`src/rtl/wb_pkg.sv`:
```
// Shared types and constants for the register-file writeback front end.
package wb_pkg;
    localparam int XLEN_DEFAULT = 32;
    localparam int REG_ADDR_W   = 5;
    localparam int NUM_REGS     = 1 << REG_ADDR_W;

    typedef struct packed {
        logic [REG_ADDR_W-1:0]   addr;
        logic [XLEN_DEFAULT-1:0] data;
    } wb_entry_t;

    // One-hot register select. x0 is masked because it is never tracked as busy.
    function automatic logic [NUM_REGS-1:0] reg_onehot(input logic [REG_ADDR_W-1:0] a);
        logic [NUM_REGS-1:0] v;
        v    = '0;
        v[a] = 1'b1;
        v[0] = 1'b0;
        return v;
    endfunction
endpackage

```
`src/rtl/wb_fifo.sv`:
```
// Small synchronous FIFO holding long-latency writeback entries.
// Pointers wrap modulo DEPTH; full/empty come from the registered count.
module wb_fifo
    import wb_pkg::*;
#(
    parameter  int DEPTH = 2,
    localparam int PTR_W = $clog2(DEPTH),
    localparam int CNT_W = $clog2(DEPTH + 1)
) (
    input  logic             clk,
    input  logic             rst,
    input  logic             i_push,
    input  wb_entry_t        i_data,
    input  logic             i_pop,
    output wb_entry_t        o_data,
    output logic             o_full,
    output logic             o_empty,
    output logic [CNT_W-1:0] o_count
);

    wb_entry_t        r_mem [DEPTH];
    logic [PTR_W-1:0] r_wr_ptr;
    logic [PTR_W-1:0] r_rd_ptr;
    logic [CNT_W-1:0] r_count;
    logic             w_do_push;
    logic             w_do_pop;

    function automatic logic [PTR_W-1:0] ptr_inc(input logic [PTR_W-1:0] p);
        return (p == PTR_W'(DEPTH - 1)) ? '0 : p + PTR_W'(1);
    endfunction

    assign o_full    = (r_count == CNT_W'(DEPTH));
    assign o_empty   = (r_count == '0);
    assign o_count   = r_count;
    assign o_data    = r_mem[r_rd_ptr];
    assign w_do_push = i_push && !o_full;
    assign w_do_pop  = i_pop && !o_empty;

    // Storage carries no reset; stale entries are unreachable once pointers reset.
    always_ff @(posedge clk) begin
        if (w_do_push) begin
            r_mem[r_wr_ptr] <= i_data;
        end
    end

    always_ff @(posedge clk) begin
        if (rst) begin
            r_wr_ptr <= '0;
            r_rd_ptr <= '0;
            r_count  <= '0;
        end else begin
            if (w_do_push) begin
                r_wr_ptr <= ptr_inc(r_wr_ptr);
            end
            if (w_do_pop) begin
                r_rd_ptr <= ptr_inc(r_rd_ptr);
            end
            if (w_do_push && !w_do_pop) begin
                r_count <= r_count + CNT_W'(1);
            end else if (!w_do_push && w_do_pop) begin
                r_count <= r_count - CNT_W'(1);
            end
        end
    end

endmodule

```
`src/rtl/regfile_writeback.sv`:
```
// Merges pipeline and long-latency results onto the single register-file write port.
// Define REGFILE_WB_FWD_EN to add write-port forwarding and early busy clear.
module regfile_writeback
    import wb_pkg::*;
#(
    parameter int XLEN         = XLEN_DEFAULT,
    parameter int FIFO_DEPTH   = 2,
    parameter int STARVE_LIMIT = 4
) (
    input  logic                  clk,
    input  logic                  rst,
    input  logic                  pipe_valid,
    input  logic [REG_ADDR_W-1:0] pipe_rd_addr,
    input  logic [XLEN-1:0]       pipe_rd,
    input  logic                  lu_valid,
    output logic                  lu_ready,
    input  logic [REG_ADDR_W-1:0] lu_rd_addr,
    input  logic [XLEN-1:0]       lu_rd,
    input  logic                  issue_valid,
    input  logic [REG_ADDR_W-1:0] issue_rd_addr,
    input  logic [REG_ADDR_W-1:0] rs1_addr,
    input  logic [REG_ADDR_W-1:0] rs2_addr,
    output logic                  rs1_busy,
    output logic                  rs2_busy,
    output logic                  pipe_stall,
`ifdef REGFILE_WB_FWD_EN
    output logic                  rs1_fwd_valid,
    output logic                  rs2_fwd_valid,
    output logic [XLEN-1:0]       rs1_fwd,
    output logic [XLEN-1:0]       rs2_fwd,
`endif
    output logic [REG_ADDR_W-1:0] rd_addr,
    output logic [XLEN-1:0]       rd,
    output logic                  write
);

    localparam int CNT_W  = $clog2(FIFO_DEPTH + 1);
    localparam int WAIT_W = $clog2(STARVE_LIMIT + 1);

    logic                  w_full;
    logic                  w_empty;
    logic [CNT_W-1:0]      w_count;
    wb_entry_t             w_push_entry;
    wb_entry_t             w_head;
    logic                  w_pipe_sel;
    logic                  w_pop;
    logic                  w_push;
    logic [WAIT_W-1:0]     r_wait;
    logic [WAIT_W-1:0]     w_wait_next;
    logic                  r_stall;
    logic                  w_stall_next;
    logic                  r_write;
    logic [REG_ADDR_W-1:0] r_rd_addr;
    logic [XLEN-1:0]       r_rd;
    logic [NUM_REGS-1:0]   r_busy;
    logic [NUM_REGS-1:0]   w_set_vec;
    logic [NUM_REGS-1:0]   w_clear_vec;

    // A pipeline write to x0 is not a request, letting the FIFO drain that cycle.
    assign w_pipe_sel   = !r_stall && pipe_valid && (pipe_rd_addr != '0);
    assign w_pop        = !w_pipe_sel && !w_empty;
    assign lu_ready     = !rst && !w_full;
    assign w_push       = lu_valid && lu_ready;
    assign w_push_entry = '{addr: lu_rd_addr, data: XLEN_DEFAULT'(lu_rd)};

    wb_fifo #(
        .DEPTH (FIFO_DEPTH)
    ) u_fifo (
        .clk     (clk),
        .rst     (rst),
        .i_push  (w_push),
        .i_data  (w_push_entry),
        .i_pop   (w_pop),
        .o_data  (w_head),
        .o_full  (w_full),
        .o_empty (w_empty),
        .o_count (w_count)
    );

    always_comb begin
        w_wait_next  = r_wait;
        w_stall_next = r_stall;
        if (w_pop || w_empty) begin
            w_wait_next = '0;
        end else if (r_wait != WAIT_W'(STARVE_LIMIT)) begin
            w_wait_next = r_wait + WAIT_W'(1);
        end
        if (w_pop) begin
            w_stall_next = 1'b0;
        end else if (w_wait_next == WAIT_W'(STARVE_LIMIT)) begin
            w_stall_next = 1'b1;
        end
    end

    always_ff @(posedge clk) begin
        if (rst) begin
            r_wait  <= '0;
            r_stall <= 1'b0;
        end else begin
            r_wait  <= w_wait_next;
            r_stall <= w_stall_next;
        end
    end

    // Popped x0 entries are consumed but never reach the register file.
    always_ff @(posedge clk) begin
        if (rst) begin
            r_write   <= 1'b0;
            r_rd_addr <= '0;
            r_rd      <= '0;
        end else if (w_pipe_sel) begin
            r_write   <= 1'b1;
            r_rd_addr <= pipe_rd_addr;
            r_rd      <= pipe_rd;
        end else if (w_pop) begin
            r_write   <= (w_head.addr != '0);
            r_rd_addr <= w_head.addr;
            r_rd      <= XLEN'(w_head.data);
        end else begin
            r_write   <= 1'b0;
        end
    end

    assign w_set_vec = issue_valid ? reg_onehot(issue_rd_addr) : '0;

`ifdef REGFILE_WB_FWD_EN
    assign w_clear_vec   = w_pop ? reg_onehot(w_head.addr) : '0;
    assign rs1_fwd_valid = r_write && (r_rd_addr == rs1_addr) && (rs1_addr != '0);
    assign rs2_fwd_valid = r_write && (r_rd_addr == rs2_addr) && (rs2_addr != '0);
    assign rs1_fwd       = r_rd;
    assign rs2_fwd       = r_rd;
`else
    logic r_lu_commit;

    // Remembers that the word on the write port came from the FIFO, so its bit clears after the write.
    always_ff @(posedge clk) begin
        if (rst) begin
            r_lu_commit <= 1'b0;
        end else begin
            r_lu_commit <= !w_pipe_sel && w_pop && (w_head.addr != '0);
        end
    end

    assign w_clear_vec = r_lu_commit ? reg_onehot(r_rd_addr) : '0;
`endif

    // Clear before set so a same-cycle reissue keeps the register busy.
    always_ff @(posedge clk) begin
        if (rst) begin
            r_busy <= '0;
        end else begin
            r_busy <= (r_busy & ~w_clear_vec) | w_set_vec;
        end
    end

    assign rs1_busy   = r_busy[rs1_addr];
    assign rs2_busy   = r_busy[rs2_addr];
    assign pipe_stall = r_stall;
    assign write      = r_write;
    assign rd_addr    = r_rd_addr;
    assign rd         = r_rd;

    a_issue_not_busy: assert property (@(posedge clk) disable iff (rst)
        (issue_valid && issue_rd_addr != '0) |-> (!r_busy[issue_rd_addr] || w_clear_vec[issue_rd_addr]));

    a_pipe_not_busy: assert property (@(posedge clk) disable iff (rst)
        w_pipe_sel |-> !r_busy[pipe_rd_addr]);

    a_count_in_range: assert property (@(posedge clk) disable iff (rst)
        w_count <= CNT_W'(FIFO_DEPTH));

endmodule

```
`config.mk`:
```
export PLATFORM = sky130hd
export DESIGN_NAME = regfile_writeback
export DESIGN_NICKNAME = d
export VERILOG_FILES = /design/src/rtl/wb_pkg.sv /design/src/rtl/wb_fifo.sv /design/src/rtl/regfile_writeback.sv
export SDC_FILE = /design/constraint.sdc
export NUM_CORES = 1
export LEC_CHECK = 0
export ABC_AREA = 1
export CAP_MARGIN = 20
export CORE_AREA = 5 5 94 183
export DETAILED_ROUTE_END_ITERATION = 8
export DIE_AREA = 0 0 99 188
export MAX_ROUTING_LAYER = met4
export PLACE_DENSITY = 0.7
export SETUP_SLACK_MARGIN = 0.3
export SLEW_MARGIN = 5
export SYNTH_ARGS = -nofsm -noshare
export SYNTH_HDL_FRONTEND = slang
export SYNTH_SLANG_ARGS = --single-unit
```
`constraint.sdc`:
```
create_clock -name clk -period 3.8 [get_ports clk]
set_input_delay 0.76 -clock clk [delete_from_list [all_inputs] [get_ports clk]]
set_output_delay 0.76 -clock clk [all_outputs]
set_load 0.05 [all_outputs]
```
==> summary.txt, run 1 <==
Status
  – Status: complete, no violations

Timing
  – Worst Tran Pin Value: 0.7611 ns
  – Final Max Slew Viols: 0
  – Tmin final: approximately 3.3 ns
  – Fin crit share: 0.8558
  – Count of final hold-check violations: 0
  – Fmax: 0.3075 GHz
  – Max-slew headroom: 0.4920
  – RSZ-0062 raised after global routing: false
  – Setup_tns: 0 ns
  – Hold WS: slightly below 0.5 ns
  – Final setup viols: 0
  – Clock skew: 0.008941 ns

Setup path
  – CP max-delay cell: clkdlybuf4s50_1
  – Path type of the worst setup path: in2out
  – Critical Path End: rs1_busy
  – CP Data Arrival Time: about 2.5 ns
  – Worst setup SP type: input pin
  – CP max FO: 15
  – Crit path depth: 11
  – Critical Path Start: rs1_addr[0]
  – CP endpoint kind: output pin
  – R2r setup slk: about 1.8 ns
  – Slowest cell delay on critical path: 0.75 ns
  – Buf/Inv on CP: 3
  – Cells along the critical path: clkdlybuf4s50_1, inv_2, nand2_1, nand3_1, nand3_1, nand2_1, nand2_1, nand2_1, nand2_1, nand2_1, buf_12
  – R2R depth: 5
  – Most used cell along the critical path: nand2_1
  – Largest delay share family, worst path: buffers and inverters
  – CP Data Required Time: 3.04 ns
  – Reg-to-Reg End: u_fifo.r_mem[1][9]
  – FF-to-FF Start: u_fifo.o_count[0]

Worst hold path
  – Worst min-delay path category: reg2reg

Finish
  – Layout cell share with drive strength beyond 1: 0.07941
  – Final net count: around 1000
  – Area growth syn-to-layout: 30.39%
  – Number of fillers in the final layout: 1420
  – Final Util: 0.5691

GRT
  – GRT Total Usage: 0.2180
  – First-pass GRT wire length: 30.49 mm
  – Pin count of the biggest net entering global routing: between 50 and 60
  – Initial antenna violation count: 1
  – Vias in the first global route: 6004
  – GR Overflow Total: 0

Floorplan
  – I/O pins: 136
  – Die height: approximately 190 um
  – Die Area: about 19000 um^2
  – FP Rows: 65
  – Core area: 15700 um^2
  – Die Width: 99 um
  – Initial core utilization: 0.4364

Clock network
  – Hold_buf cts: 0
  – Clk_lat worst skew: roughly 0.42 ns
  – CTS Sinks: 153
  – Post_cts resized: 0
  – CTS tree: built
  – Clock buffer depth: 2
  – Cts bufs inserted: 17
  – H-tree levels: 4
  – Postcts setup bufs: 0
  – Clk slew on worst S/H paths: 0.07 ns
  – Root buf cell: clkbuf_16

Drt
  – Pre-antenna DRT Iters: 4
  – Post-route DRC: 0
  – Avg Vias per Cell: 5.115
  – Final WL: 19.35 mm
  – Avg WL per Cell: around 17 um
  – Detail Route Antenna Nets: 0
  – DR iter-0 viols: around 300
  – Vias: 5928

Placed design
  – DPL Wire Length: roughly 14 mm
  – GP Congestion: between 0.9 and 1
  – Port bufs: about 140

Synthesis
  – Post-synth net total: 909
  – Syn Area/Cell: 8.436 um^2
  – Mapped Cells: 812
  – Netlist cell types: 35
  – Post-synthesis sequential area ratio: 0.5553
  – Warnings from Yosys: 0
  – Synthesized area: slightly below 7000 um^2
  – #FFs+latches synth: 153

Power and ir drop
  – Peak supply drop: 432.4 uV
  – Overall power: ~5100 uW
  – Leakage power: 0.003468 uW
  – Power per standard cell area: 569.3 nW/um^2

Run
  – Max-cap violation count: 0
-- cell type report --
type	count	area [um^2]	area share
sequential	153	3804	0.4258
antenna	1	2.502	0.0002802
tap	201	251.5	0.02816
multi-input combinational	568	2611	0.2923
timing repair buffer	146	1449	0.1622
clock buffer	19	454.2	0.05085
inverter	58	217.7	0.02437
clock inverter	13	142.6	0.01597
-- cells in the mapped netlist --
cell type / n / area, um^2
nor2_4: 2 / 22.52
mux2i_1: 1 / 10.01
buf_4: 6 / 45.04
a21oi_1: 59 / 295.3
nand3_1: 84 / 420.4
buf_8: 2 / 30.03
a21oi_2: 6 / 52.55
nand3b_1: 1 / 7.510
nand3_2: 1 / 10.01
xor2_1: 2 / 17.52
buf_6: 4 / 45.04
nor2_2: 2 / 12.51
o21ai_2: 1 / 8.760
nor2_1: 47 / 176.4
edfxtp_1: 74 / 2222
inv_1: 52 / 195.2
o21ai_0: 49 / 245.2
buf_1: 1 / 3.750
clkbuf_1: 7 / 26.28
o31ai_1: 2 / 15.01
ha_1: 3 / 37.54
or2_2: 7 / 43.79
dfxtp_1: 79 / 1582
buf_2: 11 / 55.05
nand2_8: 1 / 20.02
inv_2: 6 / 22.52
nand2_4: 2 / 22.52
nor3_1: 10 / 50.05
clkbuf_8: 2 / 27.53
and3_1: 2 / 12.51
o21ai_1: 7 / 35.03
nor3_2: 1 / 10.01
o211ai_1: 3 / 22.52
nand2_1: 274 / 1028
nor2_8: 1 / 20.02
-- flip-flops by register name, summed over array words and instances (netlist names), named ones only --
| signal | count |
|---|---|
| r_lu_commit | 1 |
| rd_addr | 5 |
| write | 1 |
| pipe_stall | 1 |
| rd | 32 |
| r_wait | 3 |
| r_busy | 31 |
| u_fifo.r_mem | 74 |
| u_fifo.r_rd_ptr | 1 |
| u_fifo.o_count | 2 |
| u_fifo.r_wr_ptr | 1 |
-- placed cells by master, fill, tap and decap left out, types with 2 or more instances in the layout --
master,synthesis,layout
nand2_1,274,274
clkdlybuf4s50_1,0,132
nand3_1,84,84
dfxtp_1,79,79
edfxtp_1,74,74
a21oi_1,59,59
inv_1,52,52
o21ai_0,49,49
nor2_1,47,45
clkbuf_16,0,18
buf_4,6,11
nor3_1,10,10
o21ai_1,7,7
or2_2,7,7
inv_2,6,6
a21oi_2,6,6
nor2_4,2,4
clkinvlp_4,0,4
o211ai_1,3,3
ha_1,3,3
inv_6,0,3
nor2_2,2,2
nand2_4,2,2
o31ai_1,2,2
xor2_1,2,2
and3_1,2,2
bufinv_16,0,2
clkinv_4,0,2
buf_12,0,2
-- how the worst min path moves through the flow --
| stage | start | end | slack (ns) | cells past startpoint |
|---|---|---|---|---|
| floorplan | u_fifo.r_rd_ptr | flop | 0.44 | 1 |
| global placement | u_fifo.r_rd_ptr | flop | 0.45 | 1 |
| detailed placement | u_fifo.r_mem[0][5] | rd[5] | 0.47 | 2 |
| CTS | rd[24] | rd[24] | 0.48 | 2 |
| global route | rd[24] | rd[24] | 0.50 | 2 |
| finish | u_fifo.r_mem[0][5] | rd[5] | 0.48 | 2 |
-- worst register-to-register path: stages, from the launching register on --
cell and delay [ns]:
dfxtp_1 0.40, inv_1 0.09, a21oi_1 0.20, nand2_1 0.22, nor2_4 0.36, buf_4 0.42
-- kinds of logic after synthesis --
group,count (synthesis),share of synthesized area
AOI/OAI and AO/OA,127,0.09845
xor gates and xnor gates,2,0.002558
adders and majority gates,3,0.005480
buffers and inverters,91,0.06575
DFF,153,0.5553
muxes,1,0.001461
and+or+nand+nor,435,0.2711
-- where the power goes --
group / switching (uW) / internal (uW) / total (uW) / leakage [uW]
Combinational: 958 / 446 / 1400 / 0.00186
Clock: 674 / 1010 / 1680 / 0.000279
Sequential: 94.2 / 1900 / 2000 / 0.00132
-- stage by stage --
step | worst slack [ns] | std cells | cell area [um^2]
6_report | 0.5478 | 1159 | 8932
5_1_grt | 0.4347 | 1159 | 8932
4_1_cts | 0.5417 | 1158 | 8930
3_5_place_dp | 0.5495 | 1126 | 8333
3_3_place_gp | 0.5591 | 1126 | 8333
2_1_floorplan | -0.08256 | 812 | 6850
-- layer usage --
layer  up-vias  track usage  share of wire
li1       2960            -              -
met1      2722       0.2024           0.34
met2       181       0.4091           0.57
met3        65      0.03462          0.038
met4         0       0.1236          0.056
met5         -            -              0
(Power assumes the default switching activity.)
==> inputs of run 2 (changes only) <==
--- a/config.mk
+++ b/config.mk
@@ -7,11 +7,11 @@
 export LEC_CHECK = 0
 export ABC_AREA = 1
 export CAP_MARGIN = 20
-export CORE_AREA = 5 5 94 183
+export CORE_AREA = 5 5 91 177
 export DETAILED_ROUTE_END_ITERATION = 8
-export DIE_AREA = 0 0 99 188
+export DIE_AREA = 0 0 96 182
 export MAX_ROUTING_LAYER = met4
-export PLACE_DENSITY = 0.7
+export PLACE_DENSITY = 0.74
 export SETUP_SLACK_MARGIN = 0.3
 export SLEW_MARGIN = 5
 export SYNTH_ARGS = -nofsm -noshare
==> summary.txt, run 2 (synthesis gave the netlist of run 1 again) <==
Finish
  – Layout cell share with drive strength beyond 1: 0.07950 (+0.00008307)
  – Design Area, Final: 8872 um^2 (-0.67%)
  – Number of flip-flops under the largest register name: 74 (unchanged)
  – Storage cell area: 3804 um^2 (unchanged)
  – Reg with most FFs: u_fifo.r_mem
  – Multi-input logic area: 2611 um^2 (unchanged)
  – Area growth syn-to-layout: 29.52%
  – Most common cell after layout, fill and taps aside: nand2_1
  – Final net count: 1040 (-0.096%)
  – Number of fillers in the final layout: 1283 (-9.6%)
  – Ant diodes: 0 (-1)
  – Most frequent cells in the layout: nand2_1 (274), clkdlybuf4s50_1 (131), nand3_1 (84), dfxtp_1 (79), edfxtp_1 (74)

Timing
  – Fmax: 0.3205 GHz (+4.2%)
  – RSZ-0062 raised after global routing: false
  – Final WS setup: 0.6801 ns (+0.1322 ns)
  – Max-slew headroom: 0.3378 (-0.1542)
  – Clock skew: 0.01205 ns (+0.003110 ns)
  – Final Max Slew Viols: 0 (unchanged)
  – Tmin final: 3.120 ns (-0.1322 ns)
  – Count of final hold-check violations: 0 (unchanged)
  – Fin crit share: 0.8210 (-0.03480)
  – Hold WS: 0.4774 ns (-0.004865 ns)
  – Worst Tran Pin Value: 0.9857 ns (+0.2246 ns)
  – Final setup viols: 0 (unchanged)

Clock network
  – Root buf cell: clkbuf_16
  – Clk slew on worst S/H paths: 0.06 ns (about the same)
  – Clk_lat worst skew: 0.42 ns (about the same)
  – Cts bufs inserted: 17 (unchanged)
  – H-tree levels: 4 (unchanged)
  – Clock buffer depth: 2 (unchanged)
  – CTS Sinks: 153 (unchanged)
  – CTS tree: built
  – Hold_buf cts: 0 (unchanged)

Drt
  – Post-route DRC: 0 (unchanged)
  – Pre-antenna DRT Iters: 5 (+1)
  – Avg WL per Cell: 16.07 um (-3.7%)
  – Avg Vias per Cell: 5.147 (+0.63%)
  – Vias: 5924 (-0.067%)
  – Final WL: 18.50 mm (-4.4%)
  – DR iter-0 viols: 425 (+43%)
  – Detail Route Antenna Nets: 0 (unchanged)

GRT
  – Busiest grt layer: met2
  – Initial antenna violation count: 0 (-1)
  – M2 GR Usage: 0.3470 (-0.06207)
  – Pin count of the biggest net entering global routing: 58 (unchanged)
  – Met3 Use GR: 0.06012 (+0.02549)
  – GR Overflow Total: 0 (unchanged)
  – Met1 Usage GRT: 0.2934 (+0.09100)
  – GRT Total Usage: 0.2257 (+0.007640)
  – Vias in the first global route: 5939 (-1.1%)
  – First-pass GRT wire length: 29.73 mm (-2.5%)

Placed design
  – DPL Wire Length: 13.03 mm (-8.2%)
  – Placed cell areas: 8318 um^2 (-0.18%)
  – GP Congestion: 0.9436 (-0.59%)
  – Port bufs: 135 (unchanged)
  – Dpl ws: 0.4653 ns (-0.08416 ns)

Power and ir drop
  – Overall power: 4945 uW (-2.8%)
  – Peak supply drop: 386.4 uV (-11%)
  – Power per standard cell area: 557.4 nW/um^2 (-2.1%)
  – Leakage power: 0.003457 uW (-0.30%)

Floorplan
  – Initial core utilization: 0.4672 (+0.03080)
  – Die height: 182 um (-3.2%)
  – Die Area: 17470 um^2 (-6.1%)
  – Core area: 14660 um^2 (-6.6%)
  – Die Width: 96 um (-3.0%)
  – FP Rows: 63 (-3.1%)
  – I/O pins: 136 (unchanged)

Run
  – Max-cap violation count: 0 (unchanged)

Setup path
  – Slowest cell delay on critical path: 0.68 ns (-0.07 ns)
  – CP max-delay cell: clkdlybuf4s50_1
  – Buf/Inv on CP: 3 (unchanged)
  – CP max FO: 9 (-6)
  – Most used cell along the critical path: nand2_1
  – Worst setup SP type: input pin
  – CP Data Required Time: 3.04 ns (about the same)
  – CP Data Arrival Time: 2.36 ns (-0.13 ns)
  – Largest delay share family, worst path: buffers and inverters
  – Path type of the worst setup path: in2out
  – Cells along the critical path: clkdlybuf4s50_1, inv_1, nand3_1, nand3_1, nand2_1, nand2_1, nand2_1, nand2_1, nand2_1, buf_12
  – CP endpoint kind: output pin

Worst hold path
  – Worst min-delay path category: reg2reg

Status
  – Status: complete, no violations
==> run 2: final timing paths <==
check,startpoint,end,slack (ns),cells past startpoint
worst max-delay path,rs2_addr[1],rs2_busy,0.68,10
worst min-delay path,r_busy[4],r_busy[4],0.48,2
worst max register to register,u_fifo.o_count[0],u_fifo.r_mem[0][29],1.66,5
worst min register to register,r_busy[4],r_busy[4],0.48,2
==> run 2: area by class of cell <==
type                            count  share of cell area
Clock buffer                       18             0.04837
Clock inverter                     14             0.01382
Inverter                           58             0.02454
Multi-Input combinational cell    568              0.2943
Sequential cell                   153              0.4287
Tap cell                          195             0.02750
Timing Repair Buffer              145              0.1627
==> run 2: per-stage QoR <==
stage	std cells	utilization	TNS (ns)
finish	1151	0.6051	0
global route	1151	0.6051	0
CTS	1151	0.6050	0
detailed placement	1119	0.5673	0
global placement	1119	0.5673	0
floorplan	812	-	-6.110
==> run 2: what timing repair did <==
action	in CTS	in global routing
setup endpoints to repair	0	1
gates resized for setup	0	1
endpoints found under the hold margin	0	0
buffers inserted	0	0
==> run 2: metal layers <==
layer / up-vias / wire [um]
met5: - / 0
met4: 0 / 274
met3: 21 / 1572
met2: 269 / 8828
met1: 2696 / 7822
li1: 2938 / -
==> run 2: tightest hold or removal path, delay by kind of cell (launching register included) <==
family | cells | cell delay (ns)
AO/OA/AOI/OAI | 2 | 0.13
flip-flops | 1 | 0.31
==> run 2: power by group <==
part / internal, uW / total [uW] / switching (uW)
Combinational: 446 / 1380 / 938
Clock: 902 / 1560 / 661
Sequential: 1900 / 2000 / 95.4
